===== config.mk =====
export PLATFORM = sky130hd
export DESIGN_NAME = multicycle_controller
export DESIGN_NICKNAME = d
export VERILOG_FILES = /design/src/rtl/multicycle_controller_pkg.sv /design/src/rtl/alu_decoder_mc.sv /design/src/rtl/multicycle_controller.sv
export SDC_FILE = /design/constraint.sdc
export NUM_CORES = 1
export LEC_CHECK = 0
export CAP_MARGIN = 20
export CELL_PAD_IN_SITES_DETAIL_PLACEMENT = 0
export CELL_PAD_IN_SITES_GLOBAL_PLACEMENT = 1
export CORE_MARGIN = 4
export CORE_UTILIZATION = 24
export DETAILED_ROUTE_END_ITERATION = 10
export GPL_TIMING_DRIVEN = 0
export PLACE_DENSITY_LB_ADDON = 0.1
export SKIP_CTS_REPAIR_TIMING = 1
export SYNTH_ARGS = -nofsm -noshare
export SYNTH_HDL_FRONTEND = slang
export SYNTH_SLANG_ARGS = --single-unit

===== constraint.sdc =====
create_clock -name clk -period 1.5 [get_ports clk]
set_clock_uncertainty 0.05 [all_clocks]
set_input_delay 0.3 -clock clk [delete_from_list [all_inputs] [get_ports clk]]
set_output_delay 0.3 -clock clk [all_outputs]
set_load 0.02 [all_outputs]

===== src/rtl/multicycle_controller_pkg.sv =====
// Shared types and encodings for the multicycle MIPS-style controller.
// Latency: n/a (declarations only).
// Backpressure: n/a.
package multicycle_controller_pkg;

    typedef enum logic [3:0] {
        FETCH,
        DECODE,
        MEMADR,
        MEMREAD,
        MEMWB,
        MEMWRITE,
        EXECUTE,
        ALUWB,
        BRANCH,
        ADDIEX,
        ADDIWB,
        JUMP
    } state_t;

    // ALU operation codes (3-bit native width, zero-extended at the top)
    localparam logic [2:0] ALU_AND = 3'b000;
    localparam logic [2:0] ALU_OR  = 3'b001;
    localparam logic [2:0] ALU_ADD = 3'b010;
    localparam logic [2:0] ALU_SUB = 3'b110;
    localparam logic [2:0] ALU_SLT = 3'b111;

    // Opcodes
    localparam logic [5:0] OP_RTYPE = 6'b000000;
    localparam logic [5:0] OP_LW    = 6'b100011;
    localparam logic [5:0] OP_SW    = 6'b101011;
    localparam logic [5:0] OP_BEQ   = 6'b000100;
    localparam logic [5:0] OP_ADDI  = 6'b001000;
    localparam logic [5:0] OP_J     = 6'b000010;

    // R-type function fields
    localparam logic [5:0] FUNCT_ADD = 6'b100000;
    localparam logic [5:0] FUNCT_SUB = 6'b100010;
    localparam logic [5:0] FUNCT_AND = 6'b100100;
    localparam logic [5:0] FUNCT_OR  = 6'b100101;
    localparam logic [5:0] FUNCT_SLT = 6'b101010;

    // ALU B-operand select
    localparam logic [1:0] SRCB_B      = 2'b00;
    localparam logic [1:0] SRCB_FOUR   = 2'b01;
    localparam logic [1:0] SRCB_IMM    = 2'b10;
    localparam logic [1:0] SRCB_IMM_SH = 2'b11;

    // Next-PC select
    localparam logic [1:0] PCSRC_ALU    = 2'b00;
    localparam logic [1:0] PCSRC_ALUOUT = 2'b01;
    localparam logic [1:0] PCSRC_JUMP   = 2'b10;

    typedef struct packed {
        logic       pc_en;
        logic       iord;
        logic       ir_write;
        logic       mem_read;
        logic       mem_write;
        logic       reg_write;
        logic       reg_dst;
        logic       mem2reg;
        logic       alu_src_a;
        logic [1:0] alu_src_b;
        logic [1:0] pc_src;
        logic [2:0] alu_op;
        logic       illegal_op;
    } control_sig_t;

    // Quiescent control word: nothing enabled, ALU left on add
    function automatic control_sig_t ctl_idle();
        control_sig_t c;
        c        = '0;
        c.alu_op = ALU_ADD;
        return c;
    endfunction

endpackage


===== src/rtl/alu_decoder_mc.sv =====
// Maps the R-type funct field onto a 3-bit ALU operation code.
// Latency: combinational.
// Backpressure: none; unknown funct reports funct_ok=0 and returns add.
module alu_decoder_mc
    import multicycle_controller_pkg::*;
(
    input  logic [5:0] funct,
    output logic [2:0] alu_op,
    output logic       funct_ok
);

    // funct lookup; anything outside the supported set is flagged
    always_comb begin
        alu_op   = ALU_ADD;
        funct_ok = 1'b1;
        case (funct)
            FUNCT_ADD: alu_op = ALU_ADD;
            FUNCT_SUB: alu_op = ALU_SUB;
            FUNCT_AND: alu_op = ALU_AND;
            FUNCT_OR:  alu_op = ALU_OR;
            FUNCT_SLT: alu_op = ALU_SLT;
            default:   funct_ok = 1'b0;
        endcase
    end

endmodule


===== src/rtl/multicycle_controller.sv =====
// Multicycle datapath controller: FSM sequencing fetch/decode/execute/memory/writeback.
// Latency: lw 5, sw/R/addi 4, beq/j 3, illegal 2 cycles with memory always ready.
// Backpressure: FETCH, MEMREAD and MEMWRITE hold (outputs stable) until mem_ready.
module multicycle_controller
    import multicycle_controller_pkg::*;
#(
    parameter int ALUCTRL_W     = 3,
    parameter bit MEM_HANDSHAKE = 1'b1
) (
    input  logic                 clk,
    input  logic                 reset,
    input  logic [5:0]           op,
    input  logic [5:0]           funct,
    input  logic                 zero,
    input  logic                 mem_ready,
    output logic                 pc_en,
    output logic                 iord,
    output logic                 ir_write,
    output logic                 mem_read,
    output logic                 mem_write,
    output logic                 reg_write,
    output logic                 reg_dst,
    output logic                 mem2reg,
    output logic                 alu_src_a,
    output logic [1:0]           alu_src_b,
    output logic [1:0]           pc_src,
    output logic [ALUCTRL_W-1:0] alu_control,
    output logic                 illegal_op
);

    state_t       state;
    state_t       state_nxt;
    control_sig_t ctl;
    logic [2:0]   funct_alu;
    logic         funct_ok;
    logic         mem_done;

    // Without the handshake every memory access completes in its first cycle
    assign mem_done = MEM_HANDSHAKE ? mem_ready : 1'b1;

    alu_decoder_mc u_alu_decoder (
        .funct    (funct),
        .alu_op   (funct_alu),
        .funct_ok (funct_ok)
    );

    // State register; reset abandons any instruction in flight
    always_ff @(posedge clk or posedge reset) begin
        if (reset) begin
            state <= FETCH;
        end else begin
            state <= state_nxt;
        end
    end

    // Next-state and control decode; reset blanks all outputs immediately
    always_comb begin
        state_nxt = state;
        ctl       = ctl_idle();
        case (state)
            FETCH: begin
                ctl.mem_read  = 1'b1;
                ctl.alu_src_b = SRCB_FOUR;
                ctl.pc_src    = PCSRC_ALU;
                // IR and PC commit only once the instruction word is back
                if (mem_done) begin
                    ctl.ir_write = 1'b1;
                    ctl.pc_en    = 1'b1;
                    state_nxt    = DECODE;
                end
            end
            DECODE: begin
                // Speculatively compute the branch target
                ctl.alu_src_b = SRCB_IMM_SH;
                case (op)
                    OP_LW, OP_SW: state_nxt = MEMADR;
                    OP_RTYPE:     state_nxt = EXECUTE;
                    OP_BEQ:       state_nxt = BRANCH;
                    OP_ADDI:      state_nxt = ADDIEX;
                    OP_J:         state_nxt = JUMP;
                    default: begin
                        ctl.illegal_op = 1'b1;
                        state_nxt      = FETCH;
                    end
                endcase
            end
            MEMADR: begin
                ctl.alu_src_a = 1'b1;
                ctl.alu_src_b = SRCB_IMM;
                state_nxt     = (op == OP_LW) ? MEMREAD : MEMWRITE;
            end
            MEMREAD: begin
                ctl.mem_read = 1'b1;
                ctl.iord     = 1'b1;
                if (mem_done) begin
                    state_nxt = MEMWB;
                end
            end
            MEMWB: begin
                ctl.reg_write = 1'b1;
                ctl.mem2reg   = 1'b1;
                state_nxt     = FETCH;
            end
            MEMWRITE: begin
                ctl.mem_write = 1'b1;
                ctl.iord      = 1'b1;
                if (mem_done) begin
                    state_nxt = FETCH;
                end
            end
            EXECUTE: begin
                ctl.alu_src_a = 1'b1;
                ctl.alu_src_b = SRCB_B;
                if (funct_ok) begin
                    ctl.alu_op = funct_alu;
                    state_nxt  = ALUWB;
                end else begin
                    ctl.illegal_op = 1'b1;
                    state_nxt      = FETCH;
                end
            end
            ALUWB: begin
                ctl.reg_write = 1'b1;
                ctl.reg_dst   = 1'b1;
                state_nxt     = FETCH;
            end
            BRANCH: begin
                ctl.alu_src_a = 1'b1;
                ctl.alu_src_b = SRCB_B;
                ctl.alu_op    = ALU_SUB;
                ctl.pc_src    = PCSRC_ALUOUT;
                // Taken only when the compare produced equality
                ctl.pc_en     = zero;
                state_nxt     = FETCH;
            end
            ADDIEX: begin
                ctl.alu_src_a = 1'b1;
                ctl.alu_src_b = SRCB_IMM;
                state_nxt     = ADDIWB;
            end
            ADDIWB: begin
                ctl.reg_write = 1'b1;
                state_nxt     = FETCH;
            end
            JUMP: begin
                ctl.pc_en  = 1'b1;
                ctl.pc_src = PCSRC_JUMP;
                state_nxt  = FETCH;
            end
            default: begin
                state_nxt = FETCH;
            end
        endcase
        if (reset) begin
            ctl = ctl_idle();
        end
    end

    assign pc_en       = ctl.pc_en;
    assign iord        = ctl.iord;
    assign ir_write    = ctl.ir_write;
    assign mem_read    = ctl.mem_read;
    assign mem_write   = ctl.mem_write;
    assign reg_write   = ctl.reg_write;
    assign reg_dst     = ctl.reg_dst;
    assign mem2reg     = ctl.mem2reg;
    assign alu_src_a   = ctl.alu_src_a;
    assign alu_src_b   = ctl.alu_src_b;
    assign pc_src      = ctl.pc_src;
    assign alu_control = ALUCTRL_W'(ctl.alu_op);
    assign illegal_op  = ctl.illegal_op;

endmodule


; Yosys cells after proc, flatten, opt, wreduce, memory -nomap -nowiden
; Index checks and enable logic that the tools add are counted.
[word_totals]
ff_bits = 4
inputBits = 16
[op_classes]
eq_ne = 24
n_mux = 27
reduce_logical = 11
[ops]
columns = cell, count
row1 = $eq 6x6->1 const B, 7
row2 = $pmux 4 s7, 1
row3 = $pmux 4 s5, 1
row4 = $mux 17, 1
row5 = $eq 4x3->1 const B, 4
row6 = $eq 4x4->1 const B, 4
row7 = $mux 1, 12
row8 = $mux 4, 3
row9 = $pmux 3 s4, 1
row10 = $mux 3, 3
row11 = $eq 4x2->1 const B, 2
row12 = $reduce_or 2->1, 4
row13 = $eq 6x2->1 const B, 1
row14 = $eq 6x3->1 const B, 1
row15 = $eq 6x4->1 const B, 1
row16 = $logic_not 6->1, 1
row17 = $ne 2x2->1 const B, 3
row18 = $pmux 2 s3, 1
row19 = $pmux 3 s2, 1
row20 = $reduce_or 6->1, 1
row21 = $reduce_or 5->1, 1
row22 = $eq 4x1->1 const B, 1
row23 = $logic_not 4->1, 1
row24 = $pmux 2 s2, 1
row25 = other kinds (5), 5

; Logic depth before layout (Yosys ltp)
; Gate-level depths: netlist of the first run.
[logic_depth]
ltp_word = 6
depth_mapped = 5
mapped_depth_nobuf = 4

; Cells and area by module
; A second synthesis of the first run with hierarchy kept.
[unflattened]
hier_cells = 93
area_unflattened_um2 = 696.9
[modules_own_cells]
columns = mod, n_inst, cells_each, area_per_inst_um2, seq_area_each_um2
row1 = multicycle_controller, 1, 84, 610.6, 100.1
row2 = alu_decoder_mc, 1, 9, 86.3, 0.0

; Worst setup path before layout of the first run
; Ideal clock, no wire load.
[synth_path]
path_type = register -> output
from = reg state[1]
to = out alu_control[2]
arrival_time_ns = 1.587
setup_slack_ns = -0.437
stages_incl_launch_ff = 5
n_path_buf = 1
path_cell_list = dfrtp_1 -> buf_2 -> nand2b_1 -> nor3_1 -> o21bai_1
[synth_between]
elab_chain_len = 3
elab_cells_between_ends = 4
[synth_lines]
columns = item, line_no
row1 = "start, declared", multicycle_controller.sv:31  ; state_t state;
row2 = "start signal, assigned", multicycle_controller.sv:52  ; state <= state_nxt;
row3 = $eq 4x4->1 / $eq 4x3->1 (equally long branches), multicycle_controller.sv:60  ; case (state)
row4 = $pmux 3 s2 (*), multicycle_controller.sv:60
row5 = $mux 17 (*), multicycle_controller.sv:154  ; if (reset) begin
row6 = "end, declared", multicycle_controller.sv:27  ; output logic [ALUCTRL_W-1:0] alu_control,
; Mark *: on every way between the ends. The rest lies on a longest branch, timed or not.

; Worst setup path in the final report of the first run
[layout_path]
from = reg state[3]
to = out alu_control[1]
; Same word-level chain as after synthesis.

==> reports/results.tsv, run 1 <==
stage	metric	value	unit
run_status	status	finished, violations left	
run_status	failing checks	setup timing	
detailed_routing	Initial DRC Count	18	
detailed_routing	Avg WL per Cell	13.6	µm
die	I/O pin cnt	33	
power	pwr/cell area	562	mW/mm²
detailed_routing	drt first pass iters	2	
cells_and_area	Multi-input gate area	708	µm²
cells_and_area	register with the most flip-flops	state	
synthesis	share of async-settable or async-resettable flops after synthesis	1.00	
grt	largest net degree at the start of global routing	11	
sta	fin crit period	2.09	ns
sta	Rel. slew slack	0.755	
grt	first-pass GRT wire length	3370	µm
sta	Final Hold Vio Count	0	
flow_run	number of max-cap violations	0	
grt	antenna violations before repair	0	
synthesis	Post-synth EDFFs	0	
detailed_routing	DR vias	836	
synthesis	Syn Nets	107	
cts	Clock transition at path regs	0.04	ns
die	Chip Height	60.0	µm
place	placed cell count	153	
cts	H-tree Lvls	1	
place	GPL Wtd Cong	0.735	
synthesis	Post-Synth Simple-Gate Area	0.485	
power	worst-case vdd ir drop	732	µV
die	die width	60.0	µm
grt	GRT Total Usage	0.121	
cells_and_area	Area growth, synth to finish	113	%
cells_and_area	Core Util, Final	0.548	
power	Comb pwr share	0.647	
critical_path	Startpoint Class	flop	
cts	CTS tree	yes	
sta	fin. max-slew vios	0	
power	clock group share of total power	0.169	
power	Psw	0.000319	W
worst_hold_path	Hold WC Path Type	in2async	
cells_and_area	fillers	255	
die	die area	0.00360	mm²
synthesis	Yosys warning count	0	
critical_path	CP Class	reg2out	
cells_and_area	Largest regs	state (4)	
grt	GRT overflow	0	
synthesis	sequential-to-total area share from yosys stat	0.154	
place	DP Wirelength	1750	µm
detailed_routing	DRC	0	
critical_path	Critical Path AT	1.74	ns
critical_path	Reg2Reg Depth	5	
cts	clk_lat worst skew	0.23	ns
cells_and_area	share of layout cells above drive strength 1	0.574	
synthesis	Post-Synth Adder-Cell Area	0	
synthesis	post-synthesis xor/xnor area fraction	0.0405	
critical_path	critical path required time	1.15	ns
die	row count	18	
die	core region area	0.00252	mm²
sta	Fmax	478	MHz
detailed_routing	Routed Antenna Nets	0	
die	Starting Density	0.257	
power	PnR Total Power	0.000776	W
synthesis	prevailing post-synth register cell	dfrtp_1	
cells_and_area	register area	105	µm²
synthesis	flops & latches, synth	4	
power	Switching Fraction	0.411	
cells_and_area	Finished Cell Area	0.00138	mm²
cells_and_area	Post-layout nets	159	
sta	fin worst setup slack	-0.593	ns
synthesis	Syn Inst Count	91	
synthesis	largest family of logic cells by synthesized area	simple AND/OR/NAND/NOR gates	
place	area post-placement	0.00108	mm²
grt	vias in the first global route	770	
power	Flop pwr share	0.184	
synthesis	compound-cell area share of the yosys netlist	0.243	
critical_path	Setup crit end kind	primary output	
place	Buffers on Ports	32	
cells_and_area	Non-Filler Instances	171	
synthesis	Mapped Area	648	µm²
cells_and_area	diode count	0	
sta	Tightest Pin Transition	0.366	ns
synthesis	mux share of post-synthesis cell area	0.0328	
critical_path	CP max FO	5	
cts	number of buffers created by CTS	3	
cts	root buffer cell	clkbuf_4	
detailed_routing	Routed WL	2330	µm
cells_and_area	commonest non-fill, non-tap cell in the layout	buf_4	
sta	endpoints failing setup	18	
power	LEAKAGE	0.648	nW
sta	final worst path period share	1.40	
critical_path	Reg2Reg Setup Slack	-0.15	ns
synthesis	post-synthesis area per instance	7.12	µm²
cts	maximum root-to-sink buffer count	2	
synthesis	Yosys cell types	41	
cts	clock sinks	4	
detailed_routing	vias per inst	4.89	
power	Internal Power	0.000457	W
cells_and_area	Largest register FFs	4	
sta	RSZ-0062 raised after global routing	true	
cells_and_area	most frequent cells in the layout	21 x buf_4, 14 x dlymetal6s2s_1, 11 x buf_6	
cell type report:
type | instances | area share
Sequential cell | 4 | 0.0761
Multi-Input combinational cell | 80 | 0.513
Inverter | 3 | 0.00815
Buffer | 4 | 0.0254
Tap cell | 30 | 0.0272
Clock buffer | 3 | 0.0163
Timing Repair Buffer | 47 | 0.334
cell usage after synthesis (2+ instances only):
master	instances	area share
a211oi_1	2	0.023
nor2_1	16	0.093
dfrtp_1	4	0.15
nand2b_1	6	0.058
o21ai_0	2	0.015
inv_1	3	0.017
or3_1	3	0.029
xor2_1	2	0.027
nor2b_1	3	0.029
nand2_1	5	0.029
buf_2	2	0.015
o22ai_1	2	0.019
a32oi_1	3	0.041
nor3_1	8	0.062
nor4_2	2	0.039
a21oi_1	3	0.023
power groups by stage:
stage	Clock, W	Combinational, W	Sequential (W)
after floorplan	0	0.000239	0.000134
after global placement	0	0.000389	0.000142
final	0.000131	0.000502	0.000143
after detailed placement	0	0.000390	0.000142
after CTS	0.000137	0.000391	0.000140
after global routing	0.000152	0.000539	0.000145
critical path, stage by stage, from the launching register on:
cell and delay, ns:
dfrtp_2 0.44, nand2b_4 0.18, or3_4 0.33, or2_4 0.29, nand2b_4 0.15, buf_6 0.13
path summary, 6_finish.rpt:
path                                      start                   end
max                        state[3]$_DFFE_PP0P_        alu_control[1]
max in group asynchronous                 reset  state[0]$_DFFE_PP0P_
max reg2reg                state[1]$_DFFE_PP0P_  state[2]$_DFFE_PP0P_
min reg2reg                state[2]$_DFFE_PP0P_  state[2]$_DFFE_PP0P_
min                                       reset  state[3]$_DFFE_PP0P_
min in group clk                          op[0]  state[3]$_DFFE_PP0P_
cell families (layout without fill, tap and decap cells):
logic type / Yosys count / after routing
AO/OA/AOI/OAI: 20 / 20
XOR/XNOR: 3 / 3
flip-flops: 4 / 4
multiplexers: 2 / 2
AND/OR/NAND/NOR: 55 / 55
buffers and inverters: 7 / 57
routing by layer:
layer  vias to the layer above  wire [µm]  global-route usage
li1                        435          -                   -
met1                       377       1070               0.165
met2                        24       1110               0.196
met3                         0        153              0.0346
met4                         0          0             0.00949
met5                         -          0                   0
metrics by stage:
step | hold slack, ns | TNS [ns] | setup slack (ns)
6_report | 0.0972 | -5.78 | -0.593
5_1_grt | 0.113 | -7.05 | -0.646
4_1_cts | 0.472 | -17.75 | -1.22
2_1_floorplan | 0.0245 | -1.16 | -0.226
3_3_place_gp | 0.594 | -17.42 | -1.22
3_5_place_dp | 0.590 | -17.48 | -1.22
Note: power is estimated with default switching activity, not from simulation.
==> inputs of run 2 (changes only) <==
--- a/config.mk
+++ b/config.mk
@@ -8,8 +8,9 @@
 export CAP_MARGIN = 20
 export CELL_PAD_IN_SITES_DETAIL_PLACEMENT = 0
 export CELL_PAD_IN_SITES_GLOBAL_PLACEMENT = 1
-export CORE_MARGIN = 4
-export CORE_UTILIZATION = 24
+export CORE_MARGIN = 2
+export CORE_UTILIZATION = 25
+export CTS_BUF_LIST = sky130_fd_sc_hd__clkbuf_8
 export DETAILED_ROUTE_END_ITERATION = 10
 export GPL_TIMING_DRIVEN = 0
 export PLACE_DENSITY_LB_ADDON = 0.1
==> run 2 against run 1 <==
The run still ends with setup timing left; critical path depth unchanged; first-iteration DRC count fell by 33%; final cell count decreased by 0.58%; die area decreased by 16%; maximum frequency rose by 1.9%; largest power group unchanged.
==> reports/results.tsv, run 2 (synthesized netlist as in run 1, its figures left out) <==
stage	metric	value	unit	change
critical_path	Worst Setup EP	alu_control[1]		unchanged
critical_path	crit path cell chain	nand2b_4 > or3_4 > or2_4 > nand2b_4 > buf_6		unchanged
critical_path	reg2reg start	state[0]$_DFFE_PP0P_		was state[1]$_DFFE_PP0P_
die	Chip Height	54.9	µm	was 60.0 µm
cells_and_area	fillers	232		was 255
grt	first-pass GRT wire length	3570	µm	was 3370 µm
die	core region area	0.00248	mm²	was 0.00252 mm²
critical_path	Reg2Reg Depth	6		was 5
sta	RSZ-0062 raised after global routing	true		unchanged
power	PnR Total Power	0.000935	W	was 0.000776 W
sta	Tightest Pin Transition	0.395	ns	was 0.366 ns
place	DP Wirelength	1740	µm	was 1750 µm
detailed_routing	Avg WL per Cell	14.4	µm	was 13.6 µm
cts	clock sinks	4		unchanged
cells_and_area	Largest register FFs	4		unchanged
cts	Clock transition at path regs	0.03	ns	was 0.04 ns
sta	Fmax	487	MHz	was 478 MHz
sta	final worst path period share	1.37		was 1.40
detailed_routing	vias per inst	5.11		was 4.89
cells_and_area	Non-Filler Instances	170		was 171
critical_path	Crit. Startpoint	state[3]$_DFFE_PP0P_		unchanged
power	LEAKAGE	0.687	nW	was 0.648 nW
cells_and_area	Finished Cell Area	0.00148	mm²	was 0.00138 mm²
critical_path	Setup crit end kind	primary output		unchanged
place	Buffers on Ports	32		unchanged
power	worst-case vdd ir drop	680	µV	was 732 µV
sta	Final TNS setup	-5.81	ns	was -5.78 ns
cts	CTS tree	yes		unchanged
cells_and_area	Post-layout nets	158		was 159
cells_and_area	share of layout cells above drive strength 1	0.629		was 0.574
grt	antenna violations before repair	0		unchanged
detailed_routing	Initial DRC Count	12		was 18
sta	fin. max-slew vios	0		unchanged
critical_path	Most common cell on crit path	nand2b_4		unchanged
cells_and_area	Multi-input gate area	759	µm²	was 708 µm²
die	die area	0.00302	mm²	was 0.00360 mm²
critical_path	CP max FO	5		unchanged
sta	Rel. slew slack	0.736		was 0.755
cts	H-tree Lvls	1		unchanged
critical_path	Startpoint Class	flop		unchanged
critical_path	Max stage delay on crit path	0.43	ns	was 0.44 ns
cells_and_area	Area growth, synth to finish	128	%	was 113%
run_status	failing checks	setup timing		unchanged
critical_path	RR Endpoint	state[2]$_DFFE_PP0P_		unchanged
grt	vias in the first global route	811		was 770
cts	maximum root-to-sink buffer count	2		unchanged
detailed_routing	DR vias	868		was 836
place	GPL Wtd Cong	0.833		was 0.735
critical_path	CP max-delay cell	dfrtp_2		unchanged
detailed_routing	Routed Antenna Nets	0		unchanged
die	row count	18		unchanged
cells_and_area	register with the most flip-flops	state		unchanged
sta	endpoints failing setup	19		was 18
cells_and_area	commonest non-fill, non-tap cell in the layout	buf_4		unchanged
detailed_routing	drt first pass iters	4		was 2
flow_run	number of max-cap violations	0		unchanged
cts	root buffer cell	clkbuf_8		was clkbuf_4
cells_and_area	diode count	0		unchanged
die	I/O pin cnt	33		unchanged
sta	Final Hold Vio Count	0		unchanged
power	pwr/cell area	633	mW/mm²	was 562 mW/mm²
grt	GRT Total Usage	0.165		was 0.121
cells_and_area	most frequent cells in the layout	16 x buf_4, 15 x buf_6, 14 x dlymetal6s2s_1		was 21 x buf_4, 14 x dlymetal6s2s_1, 11 x buf_6
cts	number of buffers created by CTS	3		unchanged
cells_and_area	register area	105	µm²	unchanged
sta	fin crit period	2.05	ns	was 2.09 ns
critical_path	Reg2Reg Setup Slack	-0.09	ns	was -0.15 ns
cells_and_area	Largest regs	state (4)		unchanged
critical_path	critical path required time	1.15	ns	about the same
die	Starting Density	0.262		was 0.257
run_status	status	finished, violations left		unchanged
grt	largest net degree at the start of global routing	11		unchanged
sta	fin worst setup slack	-0.554	ns	was -0.593 ns
place	placed cell count	153		unchanged
detailed_routing	DRC	0		unchanged
worst_hold_path	Hold WC Path Type	in2async		unchanged
die	die width	54.9	µm	was 60.0 µm
critical_path	Critical Path AT	1.70	ns	was 1.74 ns
grt	GRT overflow	0		unchanged
place	area post-placement	0.00108	mm²	unchanged
critical_path	CP Class	reg2out		unchanged
sta	hold slack final	0.135	ns	was 0.0972 ns
detailed_routing	Routed WL	2440	µm	was 2330 µm
cts	clk_lat worst skew	0.21	ns	was 0.23 ns
[run 2: cell types whose count changed in the layout (fill, tap and decap cells not counted), sizes merged]
| cell | previous run | this run |
|---|---|---|
| clkbuf | 5 | 4 |
[run 2: layer usage]
layer | up-vias | global-route usage | share of wire
met1 | 410 | 0.200 | 0.44
met5 | - | 0 | 0
met2 | 19 | 0.294 | 0.52
met3 | 4 | 0.0134 | 0.033
li1 | 435 | - | -
met4 | 0 | 0.0772 | 0.015
[run 2: worst min-delay path by stage]
| stage | startpoint | slack, ns | to |
|---|---|---|---|
| floorplan | reset | 0.02 | state[0]$_DFFE_PP0P_ |
| global placement | state[2]$_DFFE_PP0P_ | 0.57 | state[2]$_DFFE_PP0P_ |
| detailed placement | state[2]$_DFFE_PP0P_ | 0.60 | state[2]$_DFFE_PP0P_ |
| CTS | reset | 0.49 | state[1]$_DFFE_PP0P_ |
| global route | reset | 0.16 | state[1]$_DFFE_PP0P_ |
| finish | reset | 0.13 | state[1]$_DFFE_PP0P_ |
[run 2: worst max-delay path: cells and delay by family, from the launching register on]
family	cells	cell delay (ns)
AND/OR/NAND/NOR	4	0.94
buffers and inverters	1	0.13
flip-flops	1	0.43
[run 2: per-stage QoR]
| stage | setup WS, ns | util |
|---|---|---|
| 6_report | -0.554 | 0.596 |
| 4_1_cts | -1.21 | 0.454 |
| 2_1_floorplan | -0.226 | - |
| 3_3_place_gp | -1.22 | 0.437 |
| 3_5_place_dp | -1.21 | 0.437 |
| 5_1_grt | -0.590 | 0.596 |
[run 2: power by group]
group | internal, W | total, W | leakage (nW) | switching [W]
clock | 0.000170 | 0.000219 | 0.0216 | 0.0000486
combinational | 0.000287 | 0.000575 | 0.618 | 0.000288
sequential | 0.000123 | 0.000141 | 0.0476 | 0.0000182
[run 2: layout make-up]
| cell class | count | area share |
|---|---|---|
| plain buffers | 4 | 0.0364 |
| clock buffers | 3 | 0.0280 |
| well taps | 30 | 0.0254 |
| multi-input cells | 80 | 0.514 |
| inverters | 3 | 0.00763 |
| flip-flops and latches | 4 | 0.0712 |
| repair buffers | 46 | 0.317 |
==> inputs of run 3 (changes only) <==
--- a/config.mk
+++ b/config.mk
@@ -11,6 +11,7 @@
 export CORE_MARGIN = 2
 export CORE_UTILIZATION = 25
 export CTS_BUF_LIST = sky130_fd_sc_hd__clkbuf_8
+export CTS_CLUSTER_DIAMETER = 150
 export DETAILED_ROUTE_END_ITERATION = 10
 export GPL_TIMING_DRIVEN = 0
 export PLACE_DENSITY_LB_ADDON = 0.1
==> results of run 3 <==
Same layout as run 2: the final DEF is identical, and so are final timing and power.
